--- config.mk ---
export PLATFORM = sky130hd
export DESIGN_NAME = wb_pipe_master_flat
export DESIGN_NICKNAME = d
export VERILOG_FILES = /design/src/rtl/wb_pkg.sv /design/src/rtl/wb_pipe_master_if.sv /design/src/rtl/wb_bus_watchdog.sv /design/src/rtl/wb_pipe_master.sv /design/src/flat_wrapper.sv
export SDC_FILE = /design/constraint.sdc
export NUM_CORES = 1
export LEC_CHECK = 0
export CAP_MARGIN = 20
export CORE_ASPECT_RATIO = 2
export CORE_MARGIN = 2
export CORE_UTILIZATION = 36
export DETAILED_ROUTE_END_ITERATION = 12
export GPL_TIMING_DRIVEN = 0
export PLACE_DENSITY_LB_ADDON = 0.3
export SYNTH_ARGS = -nofsm -noshare
export SYNTH_HDL_FRONTEND = slang
export SYNTH_SLANG_ARGS = --single-unit
export TNS_END_PERCENT = 50
--- constraint.sdc ---
create_clock -name data_wb_clk_i -period 3.4 [get_ports data_wb_clk_i]
set_input_delay 0.68 -clock data_wb_clk_i [delete_from_list [all_inputs] [get_ports data_wb_clk_i]]
set_output_delay 0.68 -clock data_wb_clk_i [all_outputs]
set_load 0.02 [all_outputs]
--- src/rtl/wb_pkg.sv ---
// Shared types and default constants for the pipelined Wishbone master.
// WB_PIPE_MASTER_TIMEOUT_EN adds the ABORT state used by the bus timeout.
package wb_pkg;

   localparam int ADDR_W_DEF  = 32;
   localparam int DATA_W_DEF  = 32;
   localparam int MAX_OUT_DEF = 4;
   localparam int TIMEOUT_DEF = 255;

   typedef enum logic [1:0] {
      IDLE,
      BUSY
`ifdef WB_PIPE_MASTER_TIMEOUT_EN
      , ABORT
`endif
   } state_e;

endpackage

--- src/rtl/wb_pipe_master_if.sv ---
// Core request/response and Wishbone B4 pipelined signals of wb_pipe_master.
// master: the bus master view; slave: the core + Wishbone slave view.
interface wb_pipe_master_if
   import wb_pkg::*;
#(
   parameter int ADDR_W = ADDR_W_DEF,
   parameter int DATA_W = DATA_W_DEF
);
   localparam int SEL_W = DATA_W / 8;

   logic              req_i;
   logic              req_we_i;
   logic [ADDR_W-1:0] req_addr_i;
   logic [DATA_W-1:0] req_wdata_i;
   logic [SEL_W-1:0]  req_sel_i;
   logic              req_ready_o;
   logic              rsp_valid_o;
   logic [DATA_W-1:0] rsp_data_o;
   logic              rsp_err_o;
   logic              timeout_o;
   logic              data_wb_cyc_o;
   logic              data_wb_stb_o;
   logic              data_wb_we_o;
   logic [ADDR_W-1:0] data_wb_adr_o;
   logic [DATA_W-1:0] data_wb_dat_o;
   logic [SEL_W-1:0]  data_wb_sel_o;
   logic              data_wb_stall_i;
   logic              data_wb_ack_i;
   logic              data_wb_err_i;
   logic [DATA_W-1:0] data_wb_dat_i;

   modport master (
      input  req_i, req_we_i, req_addr_i, req_wdata_i, req_sel_i,
      input  data_wb_stall_i, data_wb_ack_i, data_wb_err_i,
      input  data_wb_dat_i,
      output req_ready_o, rsp_valid_o, rsp_data_o, rsp_err_o,
      output timeout_o, data_wb_cyc_o, data_wb_stb_o, data_wb_we_o,
      output data_wb_adr_o, data_wb_dat_o, data_wb_sel_o
   );

   modport slave (
      output req_i, req_we_i, req_addr_i, req_wdata_i, req_sel_i,
      output data_wb_stall_i, data_wb_ack_i, data_wb_err_i,
      output data_wb_dat_i,
      input  req_ready_o, rsp_valid_o, rsp_data_o, rsp_err_o,
      input  timeout_o, data_wb_cyc_o, data_wb_stb_o, data_wb_we_o,
      input  data_wb_adr_o, data_wb_dat_o, data_wb_sel_o
   );

endinterface

--- src/rtl/wb_bus_watchdog.sv ---
// Counts consecutive enabled cycles without a kick; expires on the LIMIT-th.
module wb_bus_watchdog
   import wb_pkg::*;
#(
   parameter int LIMIT = TIMEOUT_DEF
)(
   input  logic data_wb_clk_i,
   input  logic data_wb_rst_i,
   input  logic i_enable,
   input  logic i_kick,
   output logic o_expire
);
   localparam int W = $clog2(LIMIT + 1);

   logic [W-1:0] r_timer;

   assign o_expire = i_enable && !i_kick && (r_timer == W'(LIMIT - 1));

   always_ff @(posedge data_wb_clk_i or posedge data_wb_rst_i) begin
      if (data_wb_rst_i) begin
         r_timer <= '0;
      end else if (!i_enable || i_kick || o_expire) begin
         r_timer <= '0;
      end else begin
         r_timer <= r_timer + W'(1);
      end
   end

endmodule

--- src/rtl/wb_pipe_master.sv ---
// Pipelined Wishbone B4 master with bounded outstanding transactions.
// Define WB_PIPE_MASTER_TIMEOUT_EN to add the bus-timeout watchdog and ABORT.
module wb_pipe_master
   import wb_pkg::*;
#(
   parameter int ADDR_W      = ADDR_W_DEF,
   parameter int DATA_W      = DATA_W_DEF,
   parameter int MAX_OUT     = MAX_OUT_DEF,
   parameter int TIMEOUT_CYC = TIMEOUT_DEF
)(
   input  logic              data_wb_clk_i,
   input  logic              data_wb_rst_i,
   wb_pipe_master_if.master  bus
);
   localparam int SEL_W = DATA_W / 8;
   localparam int CNT_W = $clog2(MAX_OUT) + 1;

   state_e            r_state, w_state_nxt;
   logic              r_stb, r_we, r_cyc;
   logic [ADDR_W-1:0] r_adr;
   logic [DATA_W-1:0] r_dat;
   logic [SEL_W-1:0]  r_sel;
   logic [CNT_W-1:0]  r_cnt, w_cnt_nxt;
   logic              r_rsp_valid, r_rsp_err, r_timeout;
   logic [DATA_W-1:0] r_rsp_data;
   logic [CNT_W:0]    w_used;
   logic              w_ready, w_accept, w_issue, w_done;
   logic              w_expire, w_abort, w_stb_nxt;

`ifdef WB_PIPE_MASTER_TIMEOUT_EN
   wb_bus_watchdog #(.LIMIT(TIMEOUT_CYC)) u_wdog (
      .data_wb_clk_i (data_wb_clk_i),
      .data_wb_rst_i (data_wb_rst_i),
      .i_enable      (r_state == BUSY),
      .i_kick        (w_done),
      .o_expire      (w_expire)
   );
   assign w_abort = (r_state == ABORT);
`else
   assign w_expire = 1'b0;
   assign w_abort  = 1'b0;
`endif

   // A request slot counts the beat still sitting on stb as in flight.
   assign w_used   = {1'b0, r_cnt} + {{CNT_W{1'b0}}, r_stb};
   assign w_ready  = !data_wb_rst_i && !w_abort
                  && (!r_stb || !bus.data_wb_stall_i)
                  && (w_used < (CNT_W+1)'(MAX_OUT));
   assign w_accept = bus.req_i && w_ready;
   assign w_issue  = r_stb && !bus.data_wb_stall_i;
   assign w_done   = (bus.data_wb_ack_i || bus.data_wb_err_i)
                  && (r_cnt != '0);

   always_comb begin
      w_stb_nxt = r_stb;
      w_cnt_nxt = r_cnt + CNT_W'(w_issue) - CNT_W'(w_done);
      if (w_accept)     w_stb_nxt = 1'b1;
      else if (w_issue) w_stb_nxt = 1'b0;
      if (w_expire) begin
         w_stb_nxt = 1'b0;
         w_cnt_nxt = '0;
      end
   end

   always_comb begin
      w_state_nxt = r_state;
      unique case (r_state)
         IDLE: if (w_accept) w_state_nxt = BUSY;
         BUSY: begin
            if (w_expire)
               w_state_nxt = state_e'(2);
            else if (!w_stb_nxt && w_cnt_nxt == '0)
               w_state_nxt = IDLE;
         end
         default: w_state_nxt = IDLE;
      endcase
   end

   always_ff @(posedge data_wb_clk_i or posedge data_wb_rst_i) begin
      if (data_wb_rst_i) r_state <= IDLE;
      else               r_state <= w_state_nxt;
   end

   always_ff @(posedge data_wb_clk_i or posedge data_wb_rst_i) begin
      if (data_wb_rst_i) begin
         r_stb       <= 1'b0;
         r_we        <= 1'b0;
         r_cyc       <= 1'b0;
         r_adr       <= '0;
         r_dat       <= '0;
         r_sel       <= '0;
         r_cnt       <= '0;
         r_rsp_valid <= 1'b0;
         r_rsp_err   <= 1'b0;
         r_rsp_data  <= '0;
         r_timeout   <= 1'b0;
      end else begin
         r_stb <= w_stb_nxt;
         r_cnt <= w_cnt_nxt;
         r_cyc <= w_stb_nxt || (w_cnt_nxt != '0);
         if (w_accept) begin
            r_we  <= bus.req_we_i;
            r_adr <= bus.req_addr_i;
            r_dat <= bus.req_wdata_i;
            r_sel <= bus.req_sel_i;
         end
         r_rsp_valid <= w_done || w_expire;
         r_rsp_err   <= w_expire || (w_done && bus.data_wb_err_i);
         r_rsp_data  <= (w_done && !bus.data_wb_err_i)
                      ? bus.data_wb_dat_i : '0;
         r_timeout   <= w_expire;
      end
   end

   assign bus.req_ready_o   = w_ready;
   assign bus.rsp_valid_o   = r_rsp_valid;
   assign bus.rsp_data_o    = r_rsp_data;
   assign bus.rsp_err_o     = r_rsp_err;
   assign bus.timeout_o     = r_timeout;
   assign bus.data_wb_cyc_o = r_cyc;
   assign bus.data_wb_stb_o = r_stb;
   assign bus.data_wb_we_o  = r_we;
   assign bus.data_wb_adr_o = r_adr;
   assign bus.data_wb_dat_o = r_dat;
   assign bus.data_wb_sel_o = r_sel;

endmodule

--- src/flat_wrapper.sv ---
// flat-port wrapper written by rule: the top's interface ports become plain ports
module wb_pipe_master_flat import wb_pkg::*;
#(
   parameter int ADDR_W      = ADDR_W_DEF,
   parameter int DATA_W      = DATA_W_DEF,
   parameter int MAX_OUT     = MAX_OUT_DEF,
   parameter int TIMEOUT_CYC = TIMEOUT_DEF
)
  (data_wb_clk_i, data_wb_rst_i, bus_req_i, bus_req_we_i, bus_req_addr_i, bus_req_wdata_i, bus_req_sel_i, bus_data_wb_stall_i, bus_data_wb_ack_i, bus_data_wb_err_i, bus_data_wb_dat_i, bus_req_ready_o, bus_rsp_valid_o, bus_rsp_data_o, bus_rsp_err_o, bus_timeout_o, bus_data_wb_cyc_o, bus_data_wb_stb_o, bus_data_wb_we_o, bus_data_wb_adr_o, bus_data_wb_dat_o, bus_data_wb_sel_o);
  wb_pipe_master_if #(.ADDR_W(ADDR_W), .DATA_W(DATA_W)) bus_i ();
  input  logic data_wb_clk_i;
  input  logic data_wb_rst_i;
  input wire logic [$bits(bus_i.req_i)-1:0] bus_req_i;
  input wire logic [$bits(bus_i.req_we_i)-1:0] bus_req_we_i;
  input wire logic [$bits(bus_i.req_addr_i)-1:0] bus_req_addr_i;
  input wire logic [$bits(bus_i.req_wdata_i)-1:0] bus_req_wdata_i;
  input wire logic [$bits(bus_i.req_sel_i)-1:0] bus_req_sel_i;
  input wire logic [$bits(bus_i.data_wb_stall_i)-1:0] bus_data_wb_stall_i;
  input wire logic [$bits(bus_i.data_wb_ack_i)-1:0] bus_data_wb_ack_i;
  input wire logic [$bits(bus_i.data_wb_err_i)-1:0] bus_data_wb_err_i;
  input wire logic [$bits(bus_i.data_wb_dat_i)-1:0] bus_data_wb_dat_i;
  output wire logic [$bits(bus_i.req_ready_o)-1:0] bus_req_ready_o;
  output wire logic [$bits(bus_i.rsp_valid_o)-1:0] bus_rsp_valid_o;
  output wire logic [$bits(bus_i.rsp_data_o)-1:0] bus_rsp_data_o;
  output wire logic [$bits(bus_i.rsp_err_o)-1:0] bus_rsp_err_o;
  output wire logic [$bits(bus_i.timeout_o)-1:0] bus_timeout_o;
  output wire logic [$bits(bus_i.data_wb_cyc_o)-1:0] bus_data_wb_cyc_o;
  output wire logic [$bits(bus_i.data_wb_stb_o)-1:0] bus_data_wb_stb_o;
  output wire logic [$bits(bus_i.data_wb_we_o)-1:0] bus_data_wb_we_o;
  output wire logic [$bits(bus_i.data_wb_adr_o)-1:0] bus_data_wb_adr_o;
  output wire logic [$bits(bus_i.data_wb_dat_o)-1:0] bus_data_wb_dat_o;
  output wire logic [$bits(bus_i.data_wb_sel_o)-1:0] bus_data_wb_sel_o;
  assign bus_i.req_i = bus_req_i;
  assign bus_i.req_we_i = bus_req_we_i;
  assign bus_i.req_addr_i = bus_req_addr_i;
  assign bus_i.req_wdata_i = bus_req_wdata_i;
  assign bus_i.req_sel_i = bus_req_sel_i;
  assign bus_i.data_wb_stall_i = bus_data_wb_stall_i;
  assign bus_i.data_wb_ack_i = bus_data_wb_ack_i;
  assign bus_i.data_wb_err_i = bus_data_wb_err_i;
  assign bus_i.data_wb_dat_i = bus_data_wb_dat_i;
  assign bus_req_ready_o = bus_i.req_ready_o;
  assign bus_rsp_valid_o = bus_i.rsp_valid_o;
  assign bus_rsp_data_o = bus_i.rsp_data_o;
  assign bus_rsp_err_o = bus_i.rsp_err_o;
  assign bus_timeout_o = bus_i.timeout_o;
  assign bus_data_wb_cyc_o = bus_i.data_wb_cyc_o;
  assign bus_data_wb_stb_o = bus_i.data_wb_stb_o;
  assign bus_data_wb_we_o = bus_i.data_wb_we_o;
  assign bus_data_wb_adr_o = bus_i.data_wb_adr_o;
  assign bus_data_wb_dat_o = bus_i.data_wb_dat_o;
  assign bus_data_wb_sel_o = bus_i.data_wb_sel_o;
  wb_pipe_master #(.ADDR_W(ADDR_W), .DATA_W(DATA_W), .MAX_OUT(MAX_OUT), .TIMEOUT_CYC(TIMEOUT_CYC)) u_core (.data_wb_clk_i(data_wb_clk_i), .data_wb_rst_i(data_wb_rst_i), .bus(bus_i));
endmodule
==> run summary <==
STA
--------------------------------------------------------------------------------------
Sum Neg Setup Slack .....................................................         0 ns
Worst slew slack as a fraction of its limit .............................        0.476
Least-Margin Pin Slew ...................................................     0.785 ns
Layout Skew .............................................................    0.0115 ns
Number of slew-limit violations in the final report .....................            0
Crit path setup slack, layout ...........................................     0.494 ns
Endpoints failing setup .................................................            0
Clock period minus final worst setup slack ..............................      2.91 ns
Worst-case hold slack ...................................................     0.513 ns
Setup repair after global routing missed its margin .....................        false
Maximum frequency from static timing analysis ...........................    0.344 GHz
Final clock period utilization by the worst path ........................        0.855
Final hold violation count ..............................................            0

CELLS AND AREA
--------------------------------------------------------------------------------------
Ratio of cells with drive above 1 in the final layout ...................        0.208
Commonest cells after routing, fill and taps aside ...................... clkdlybuf4s50_1 (212), dfrtp_1 (108), mux2_4 (68)
Layout Cell Area excl Fill ..............................................     6940 um2
Leading cell type in the layout, fill and taps excluded ................. clkdlybuf4s50_1
Growth of design area from synthesis to finish ..........................        62.0%
# fillers ...............................................................          907
Number of nets in the layout ............................................          582
Diode count .............................................................            0

DIE
--------------------------------------------------------------------------------------
Die extent in x .........................................................      81.1 um
Die area ................................................................   12,800 um2
Floorplan core area .....................................................   11,700 um2
Number of top-level pins ................................................          214
Floorplan die height ....................................................       158 um
Starting utilization of the core area ...................................        0.366
Rows ....................................................................           56

CLOCK NETWORK
--------------------------------------------------------------------------------------
Total number of H-tree levels ...........................................            3
Clk Latency, worst-skew pair ............................................      0.34 ns
Count of buffers added by post-CTS timing repair for setup ..............            0
Inserted Clock Buffers ..................................................            9
CTS Buffer Depth ........................................................            2
TritonCTS clock tree ....................................................        built
Clock tree root buffer cell .............................................    clkbuf_16
Hold-fix buffers at CTS .................................................            0
CTS sink count ..........................................................          108
Post-CTS resize count ...................................................            0
Clock slew seen by the registers of the worst setup and hold paths ......      0.06 ns

LOGIC SYNTHESIS
--------------------------------------------------------------------------------------
Mean cell area of the mapped netlist ....................................     17.3 um2
Async set-or-reset flop fraction in the synthesized netlist .............         1.00
Total nets after synthesis ..............................................          357
Top_reg_cell synth ......................................................      dfrtp_1
Proportion of synthesized chip area in sequential cells .................        0.631
Area of the mapped netlist ..............................................     4280 um2
YS warnings .............................................................            0
EDFF count, synth .......................................................            0
Synth Register Bits .....................................................          108
Number of distinct standard cells referenced by the synthesized netlist .           25
Synthesized instance count ..............................................          247

WORST SETUP PATH
--------------------------------------------------------------------------------------
WP depth ................................................................            5
Type of destination of the critical path ................................   output pin
Worst-case register-to-register setup slack .............................      1.25 ns
Worst reg2reg endpoint .................................................. u_core.bus.data_wb_cyc_o
Crit path from .......................................................... bus_data_wb_stall_i
CP Data Arrival Time ....................................................      2.23 ns
Required time at the worst-slack endpoint ...............................      2.72 ns
Longest individual stage delay on the worst path ........................      0.61 ns
Slowest library cell on the worst path .................................. clkdlybuf4s50_1
Number of cells on the worst reg-to-reg path ............................            9
Critical-path cell list ................................................. clkdlybuf4s50_1, a21o_1, a21oi_2, and2b_2, clkdlybuf4s50_1
Worst Setup Path Type ...................................................       in2out
Worst path bufs/invs ....................................................            2
Cell family with the largest share of critical-path delay ............... buffers and inverters
Destination of the critical timing path ................................. bus_req_ready_o
Cell repeated most along the worst path ................................. clkdlybuf4s50_1
Crit Reg-Reg Startpoint ................................................. u_core.r_cnt[2]
Startpoint types ........................................................ primary input
Critical path fanouts, max ..............................................            3

PWR
--------------------------------------------------------------------------------------
Part of the power in combinational logic ................................        0.476
Pwr per Cell Area .......................................................   861 nW/um2
Share of total power in the clock network ...............................        0.181
Maximum VDD drop ........................................................     0.431 mV
Cell leakage power ......................................................      3.21 nW
Net Sw Frac .............................................................        0.328
Sw Pwr ..................................................................      1.96 mW
Internal power ..........................................................      4.02 mW
Sequential share of power ...............................................        0.343

PLACEMENT
--------------------------------------------------------------------------------------
Cell area after placement ...............................................     6630 um2
HPWL after DPL ..........................................................      8300 um
Gp weighted congestion ..................................................        0.724
Worst slack at placement ................................................     0.489 ns
Count of buffers from port buffering ....................................          212

RUN STATUS
--------------------------------------------------------------------------------------
Run status .............................................................. finished clean

GLOBAL ROUTING
--------------------------------------------------------------------------------------
Vias in the first global route ..........................................        3,033
First-pass GRT wire length ..............................................    15,900 um
Number of antenna violations at the first check in global routing .......            0
Gr ovfl total ...........................................................            0
Maximum number of pins on one net before global-route repair ............           40
Combined global-route utilization of all metal layers ...................        0.166

HOLD PATH
--------------------------------------------------------------------------------------
Path category of the worst min-delay check ..............................      reg2reg

DETAILED ROUTING
--------------------------------------------------------------------------------------
Count of nets left with antenna violations after detail routing .........            0
Vias after detailed routing .............................................        2,748
Routed wire per std cell ................................................      17.1 um
Count of routing violations after the opening detailed-route iteration ..           42
Total wire length after detailed routing ................................    10,700 um
Detail-routed via count per cell ........................................         4.42
Pre-Repair DR Iteration Count ...........................................            3
DRC Markers .............................................................            0

FLOW RUN
--------------------------------------------------------------------------------------
Max cap viols ...........................................................            0

## layout make-up
class	count	area, um2	share of cell area
Multi-Input combinational cell	124	1400	0.202
Clock inverter	6	81.3	0.0117
Sequential cell	108	2700	0.389
Clock buffer	10	229	0.0330
Buffer	12	170	0.0245
Timing Repair Buffer	214	2160	0.311
Inverter	3	15.0	0.00216
Tap cell	145	181	0.0261
## synthesized netlist by cell type (2+ instances only)
| cell type | count | share of area |
|---|---|---|
| dfrtp_1 | 108 | 0.63 |
| mux2_4 | 68 | 0.24 |
| and2_1 | 32 | 0.047 |
| buf_12 | 7 | 0.033 |
| clkbuf_1 | 3 | 0.0026 |
| inv_1 | 3 | 0.0026 |
| nor3_1 | 3 | 0.0035 |
| ha_1 | 2 | 0.0058 |
| nand2_1 | 2 | 0.0018 |
| nand3_1 | 2 | 0.0023 |
| nor2_1 | 2 | 0.0018 |
| nor2b_1 | 2 | 0.0029 |
## worst reg2reg max path, delay by kind of cell, from the launching register on
family | cells | cell delay, ns
buffers and inverters | 2 | 0.16
and+or+nand+nor | 4 | 0.70
AOI/OAI and AO/OA | 1 | 0.22
adders and majority gates | 2 | 0.61
DFF | 1 | 0.42
## through the flow
stage / power (mW) / cells / utilization
detailed placement: 4.95 / 606 / 0.567
floorplan: 3.63 / 247 / -
global route: 6.29 / 622 / 0.593
CTS: 6.06 / 622 / 0.593
finish: 5.97 / 622 / 0.593
global placement: 4.86 / 604 / 0.563
## worst min path at each step
stage / from / to / slack, ns / cells after the start
floorplan: u_core.r_cnt[2] / u_core.bus.rsp_valid_o / 0.56 / 2
detailed placement: u_core.bus.data_wb_dat_o[30] / u_core.bus.data_wb_dat_o[30] / 0.49 / 1
global route: u_core.bus.data_wb_dat_o[30] / u_core.bus.data_wb_dat_o[30] / 0.52 / 1
global placement: u_core.bus.data_wb_sel_o[3] / u_core.bus.data_wb_sel_o[3] / 0.49 / 1
CTS: u_core.bus.data_wb_adr_o[2] / u_core.bus.data_wb_adr_o[2] / 0.52 / 1
finish: u_core.bus.data_wb_sel_o[3] / u_core.bus.data_wb_sel_o[3] / 0.51 / 1
## logic make-up after synthesis
family	share of synthesized area
flops	0.631
mux	0.241
simple gates	0.0645
buf+inv	0.0423
fa+ha+maj	0.0105
compound gates	0.00584
xor+xnor	0.00409
other cells	0.000875
## state kept, by name, summed over array words and instances, names as in the netlist, 3 cells and up
| name | flops |
|---|---|
| u_core.r_cnt | 3 |
| u_core.bus.data_wb_adr_o | 32 |
| u_core.bus.data_wb_dat_o | 32 |
| u_core.bus.data_wb_sel_o | 4 |
| u_core.bus.rsp_data_o | 32 |
## power groups by stage
| stage | combinational [mW] | clock [mW] | sequential (mW) |
|---|---|---|---|
| after global placement | 2.83 | 0 | 2.04 |
| final | 2.84 | 1.08 | 2.05 |
| after CTS | 2.89 | 1.12 | 2.06 |
| after floorplan | 1.01 | 0 | 2.62 |
| after global routing | 3.00 | 1.17 | 2.11 |
| after detailed placement | 2.87 | 0 | 2.08 |
## layer usage
| layer | global-route usage | up-vias | routed length (um) |
|---|---|---|---|
| li1 | - | 1271 | - |
| met1 | 0.165 | 1356 | 3510 |
| met2 | 0.311 | 107 | 6150 |
| met3 | 0.0459 | 14 | 709 |
| met4 | 0.0734 | 0 | 290 |
| met5 | 0 | - | 0 |
(Power assumes the default switching activity.)
